**src/rtl/dnn_0117.sv**
```systemverilog
// dnn_0117: fixed-point single-hidden-layer scorer for the word-detect chain.
// Captures N_IN signed 20-bit features, runs N_HID ReLU neurons and one
// output neuron on a single serial MAC, and emits a saturated 11-bit score.
// Weights and biases are the built-in default set.
module dnn_0117 #(
  parameter int N_IN  = 8,
  parameter int N_HID = 4,
  parameter int SHIFT = 8
) (
  input  logic        clk,
  input  logic        reset,
  input  logic [19:0] vec_in,
  input  logic        dv_in,
  output logic [10:0] vec_out,
  output logic        dv_out
);

  localparam int IW = (N_IN > 1) ? $clog2(N_IN) : 1;
  localparam int HW = (N_HID > 1) ? $clog2(N_HID) : 1;
  localparam logic [IW-1:0] IN_LAST  = IW'(N_IN - 1);
  localparam logic [HW-1:0] HID_LAST = HW'(N_HID - 1);

  localparam logic [2:0] S_IDLE   = 3'd0;
  localparam logic [2:0] S_LOAD   = 3'd1;
  localparam logic [2:0] S_L1_MAC = 3'd2;
  localparam logic [2:0] S_L1_ACT = 3'd3;
  localparam logic [2:0] S_L2_MAC = 3'd4;
  localparam logic [2:0] S_OUT    = 3'd5;

  logic [2:0]         state_q, state_d;
  logic [IW-1:0]      cnt_q, cnt_d;
  logic [IW-1:0]      idx_q, idx_d;
  logic [HW-1:0]      hid_q, hid_d;
  logic signed [19:0] buf_q   [N_IN];
  logic signed [19:0] buf_d   [N_IN];
  logic signed [19:0] frame_q [N_IN];
  logic signed [19:0] frame_d [N_IN];
  logic signed [15:0] h_q     [N_HID];
  logic signed [15:0] h_d     [N_HID];
  logic signed [31:0] acc_q, acc_d;
  logic [10:0]        vec_out_q, vec_out_d;
  logic               dv_out_q, dv_out_d;

  logic signed [7:0]  w1_sel, w2_sel;
  logic signed [15:0] b1_sel, b2_sel;
  logic signed [27:0] prod1;
  logic signed [23:0] prod2;
  logic signed [31:0] acc_sh;
  logic signed [15:0] h_act;
  logic [10:0]        score;
  logic               frame_done, accept;

  // Built-in weights: neuron k sums features 2k and 2k+1; output is (h0+h1)-(h2+h3)
  always_comb begin
    w1_sel = 8'sd0;
    if ((int'(idx_q) / 2) == int'(hid_q)) w1_sel = 8'sd16;
    w2_sel = (int'(hid_q) < (N_HID / 2)) ? 8'sd16 : -8'sd16;
    b1_sel = 16'sd0;
    b2_sel = 16'sd0;
  end

  assign prod1  = frame_q[idx_q] * w1_sel;
  assign prod2  = h_q[hid_q] * w2_sel;
  assign acc_sh = acc_q >>> SHIFT;

  // ReLU with 16-bit clamp for the hidden layer, 11-bit saturation for the score
  always_comb begin
    h_act = 16'sd0;
    if (!acc_q[31]) begin
      if (acc_sh > 32'sd32767) h_act = 16'sh7FFF;
      else                     h_act = acc_sh[15:0];
    end
    score = acc_sh[10:0];
    if (acc_sh > 32'sd1023)       score = 11'h3FF;
    else if (acc_sh < -32'sd1024) score = 11'h400;
  end

  // Sample capture, frame hand-off and the serial MAC sequencer
  always_comb begin
    state_d    = state_q;
    cnt_d      = cnt_q;
    idx_d      = idx_q;
    hid_d      = hid_q;
    buf_d      = buf_q;
    frame_d    = frame_q;
    h_d        = h_q;
    acc_d      = acc_q;
    vec_out_d  = vec_out_q;
    dv_out_d   = 1'b0;
    frame_done = 1'b0;

    if (dv_in) begin
      buf_d[cnt_q] = vec_in;
      if (cnt_q == IN_LAST) begin
        cnt_d      = '0;
        frame_done = 1'b1;
      end else begin
        cnt_d = cnt_q + 1'b1;
      end
    end

    // The OUT cycle no longer needs the frame, so a frame landing there is taken
    accept = frame_done && ((state_q == S_IDLE) || (state_q == S_OUT));
    if (accept) begin
      for (int i = 0; i < N_IN; i++) frame_d[i] = buf_d[i];
    end

    case (state_q)
      S_IDLE: begin
        if (accept) state_d = S_LOAD;
      end
      S_LOAD: begin
        acc_d   = 32'(b1_sel);
        idx_d   = '0;
        hid_d   = '0;
        state_d = S_L1_MAC;
      end
      S_L1_MAC: begin
        acc_d = acc_q + 32'(prod1);
        if (idx_q == IN_LAST) begin
          idx_d   = '0;
          state_d = S_L1_ACT;
        end else begin
          idx_d = idx_q + 1'b1;
        end
      end
      S_L1_ACT: begin
        h_d[hid_q] = h_act;
        if (hid_q == HID_LAST) begin
          acc_d   = 32'(b2_sel);
          hid_d   = '0;
          state_d = S_L2_MAC;
        end else begin
          acc_d   = 32'(b1_sel);
          hid_d   = hid_q + 1'b1;
          state_d = S_L1_MAC;
        end
      end
      S_L2_MAC: begin
        acc_d = acc_q + 32'(prod2);
        if (hid_q == HID_LAST) begin
          hid_d   = '0;
          state_d = S_OUT;
        end else begin
          hid_d = hid_q + 1'b1;
        end
      end
      S_OUT: begin
        vec_out_d = score;
        dv_out_d  = 1'b1;
        state_d   = accept ? S_LOAD : S_IDLE;
      end
      default: state_d = S_IDLE;
    endcase
  end

  // State registers; reset aborts any partial frame or computation in flight
  always_ff @(posedge clk or posedge reset) begin
    if (reset) begin
      state_q   <= S_IDLE;
      cnt_q     <= '0;
      idx_q     <= '0;
      hid_q     <= '0;
      acc_q     <= '0;
      vec_out_q <= '0;
      dv_out_q  <= 1'b0;
      for (int i = 0; i < N_IN; i++) begin
        buf_q[i]   <= '0;
        frame_q[i] <= '0;
      end
      for (int k = 0; k < N_HID; k++) h_q[k] <= '0;
    end else begin
      state_q   <= state_d;
      cnt_q     <= cnt_d;
      idx_q     <= idx_d;
      hid_q     <= hid_d;
      acc_q     <= acc_d;
      vec_out_q <= vec_out_d;
      dv_out_q  <= dv_out_d;
      buf_q     <= buf_d;
      frame_q   <= frame_d;
      h_q       <= h_d;
    end
  end

  assign vec_out = vec_out_q;
  assign dv_out  = dv_out_q;

endmodule

```
**config.mk**
```make
export PLATFORM = sky130hd
export DESIGN_NAME = dnn_0117
export DESIGN_NICKNAME = d
export VERILOG_FILES = /design/src/rtl/dnn_0117.sv
export SDC_FILE = /design/constraint.sdc
export NUM_CORES = 1
export LEC_CHECK = 0
export ABC_AREA = 0
export CORE_MARGIN = 2
export CORE_UTILIZATION = 30
export DETAILED_ROUTE_END_ITERATION = 8
export HOLD_SLACK_MARGIN = 0.12
export PLACE_DENSITY = 0.53
export SYNTH_ARGS = -nofsm -noshare
export SYNTH_HDL_FRONTEND = slang
export SYNTH_SLANG_ARGS = --single-unit
export TNS_END_PERCENT = 5
```
**constraint.sdc**
```tcl
create_clock -name clk -period 21.4 [get_ports clk]
set_input_delay 6.42 -clock clk [delete_from_list [all_inputs] [get_ports clk]]
set_output_delay 6.42 -clock clk [all_outputs]
set_load 0.02 [all_outputs]
```
==> flow_summary.ini <==
[run_status]
status = finished clean

[logic_synthesis]
synth_cell_types = 70
yosysWarningCount = 0
syn_nets = 2206
synth_seq_cells = 435
ys_seq_area_share_pct = 45.8
syn_area_um2 = 23700
synthArstFlopShare_pct = 100
synthCells = 1988
ys.flop_type = dfrtp_1
avgSynthCellArea_um2 = 11.9
synth-edff-count = 0

[grt]
grt_first_pass_wirelength_um = 88600
grt_max_degree = 161
grt_pass1_vias = 16000
antenna_found_initial = 0
grtUsageTotal_pct = 13.5
grt_overflow = 0

[setup_path]
r2r_start = hid_q[0]
max_stage_delay_ps = 950
crit_path_start_kind = input port
slowest_stage = buf_4
path_cells = clkdlybuf4s50_1 > inv_8 > buf_4 > buf_4
worst_r2r_endpoint = acc_q[31]
end_kind = async pin
setup.worst_path.start = reset
cp.depth = 4
crit_family = buffers and inverters
critical_path_required_ps = 21970
critPathBufInv = 4
r2r_setup_slack_ps = 14510
cp_common_cell = buf_4
worstPathMaxFanout = 132
reg2regPathDepth = 25
critPathKind = in -> async
cp.arrival_ps = 9630
crit_path_end = buf_q[23]

[hold_path]
hold_class = reg -> reg
min_from = h_q[13]

[place]
port_buffers = 34
gp_congestion = 0.791
post-dp-hpwl_um = 36200
dp_slack_ps = 11480

[sta]
rsz0062_at_grt = false
hold_viol = 0
fin_ws_ps = 12330
setup-violations-final = 0
skew_ps = 32.2
slew_headroom_pct = 10.5
finalMaxSlewViolations = 0
setup_tns_ps = 0
worstMarginPinSlew_ps = 1340
fin_crit_ps = 9070
period_share_pct = 42.4
fmax_mhz = 110

[finish]
nets = 2223
area_growth_pct = 13.8
antenna_cells = 0
drive_above_1_share_pct = 25.2

[die]
die_area_um2 = 81400
core_um2 = 78600
die_y_um = 285
die_width_um = 285
row_count = 103
start_util_pct = 30.2
ios = 35

[drt]
routed_via_density = 4.87
firstDrtPassIters = 4
via_count = 15100
drc = 0
postRouteAntennaNets = 0
wl_um = 54100
drt-wirelength-per-cell_um = 17.5
drtIter0Drc = 676

[clock_tree]
clk_latency_ps = 610
cts_buffers = 49
tritoncts = done
htreeDepth = 2
ctsResizeCount = 0
cts_sinks = 435
cts-root-buf = clkbuf_16
path_clk_slew_ps = 50
postCtsHoldBufs = 0
post_cts_buffers = 0
cts_max_path_buffers = 3

[run]
cap_violations = 0

[power]
ir_drop_uv = 74.6
leakage_nw = 12.7
p_total_w = 0.00361
power_density_nw_per_um2 = 134
[cells in the mapped netlist, types with 5 or more instances]
master / n / area [um2]
fa_1: 40 / 801
buf_1: 8 / 30.0
and3_1: 8 / 50.1
clkbuf_1: 72 / 270
a21oi_1: 66 / 330
and2_1: 13 / 81.3
buf_2: 15 / 75.1
nor3_1: 9 / 45.0
xor2_1: 16 / 140
xnor2_1: 35 / 307
nand2_1: 163 / 612
nand4_1: 5 / 31.3
o22ai_1: 5 / 31.3
o21ai_0: 126 / 631
a21o_1: 25 / 188
a221oi_1: 7 / 61.3
inv_1: 100 / 375
or3_1: 7 / 43.8
a31oi_1: 5 / 31.3
nor2_1: 79 / 297
nor2b_1: 13 / 81.3
mux2i_1: 48 / 480
o211ai_1: 11 / 82.6
ha_1: 155 / 1940
o21bai_1: 21 / 158
mux2_2: 338 / 3810
mux4_2: 42 / 946
nor4_1: 5 / 31.3
nand3_1: 14 / 70.1
a211oi_1: 10 / 75.1
dfrtp_1: 435 / 10900
o221ai_1: 8 / 70.1
nand2b_1: 20 / 125
o21a_1: 10 / 75.1
[metrics by stage]
stage,instances,util [%],cell area (um2),hold slack [ps]
detailed placement,3004,32.2,25300,468
finish,3094,34.4,27000,473
global route,3094,34.4,27000,496
floorplan,1988,-,23700,444
CTS,3094,34.4,27000,482
global placement,3004,32.2,25300,456
[layer usage]
metal  track usage, %  vias to the layer above  wire length [um]
met4             4.02                        0              1440
met2             23.6                      156             26700
met3             1.76                       94              1370
met1             17.4                     7692             24600
met5                0                        -                 0
li1                 -                     7124                 -
[worst register-to-register path: stages (launching register included)]
cell,delay [ps]
dfrtp_2,340
buf_4,500
mux2_2,450
nand2_1,150
o21ai_0,110
ha_1,280
inv_1,50
fa_1,500
inv_1,50
fa_1,460
ha_1,300
inv_1,70
fa_1,410
inv_1,70
ha_1,190
inv_1,70
fa_1,400
nor2b_1,150
o21a_1,140
o21ai_0,120
a21oi_1,400
a31oi_1,330
a211oi_1,550
o211ai_1,200
mux2i_1,150
or3_1,340
[cells by family after synthesis]
group | Yosys count | synth area share, %
flops | 435 | 45.8
xor+xnor | 51 | 1.88
buf+inv | 196 | 3.19
compound gates | 330 | 8.77
fa+ha+maj | 196 | 11.6
simple gates | 352 | 6.68
mux | 428 | 22.0
[sequential cells by signal, summed over array words and instances (netlist names)]
| register | count |
|---|---|
| frame_q | 160 |
| idx_q | 3 |
| cnt_q | 3 |
| dv_out | 1 |
| state_q | 3 |
| h_q | 64 |
| acc_q | 28 |
| vec_out | 11 |
| hid_q | 2 |
| buf_q | 160 |
[worst min-delay path by stage]
| stage | endpoint | slack (ps) | cells past startpoint |
|---|---|---|---|
| final | h_q[13] | 470 | 2 |
| after global routing | h_q[12] | 500 | 2 |
| after CTS | h_q[0] | 480 | 2 |
| after detailed placement | h_q[0] | 470 | 2 |
| after global placement | h_q[13] | 460 | 2 |
| after floorplan | h_q[0] | 440 | 2 |
[report_power, final]
group | internal, W | switching [W] | total (W) | leakage, nW
combinational | 0.000669 | 0.000707 | 0.00138 | 6.19
clock | 0.000531 | 0.000359 | 0.000890 | 0.858
sequential | 0.00115 | 0.000195 | 0.00135 | 5.68
[cell usage in the layout (no fill, tap or decap), types with 10 or more instances in the layout]
master,n
a211oi_1,10
a21o_1,25
a21oi_1,66
and2_1,13
buf_4,27
clkbuf_16,49
clkbuf_8,13
clkdlybuf4s50_1,34
clkinv_2,11
dfrtp_1,431
fa_1,40
ha_1,155
inv_1,99
mux2_2,338
mux2i_1,48
mux4_2,42
nand2_1,163
nand2b_1,20
nand3_1,14
nor2_1,79
nor2b_1,13
o211ai_1,11
o21a_1,10
o21ai_0,125
o21bai_1,21
xnor2_1,35
xor2_1,16
[area by class of cell]
type / instances / area, um2
Clock buffer: 67 / 1420
Clock inverter: 23 / 318
Fill cell: 7852 / 51600
Inverter: 100 / 383
Multi-Input combinational cell: 1357 / 12100
Sequential cell: 435 / 10900
Tap cell: 1050 / 1310
Timing Repair Buffer: 62 / 563
Power figures use the tool's default switching activity.
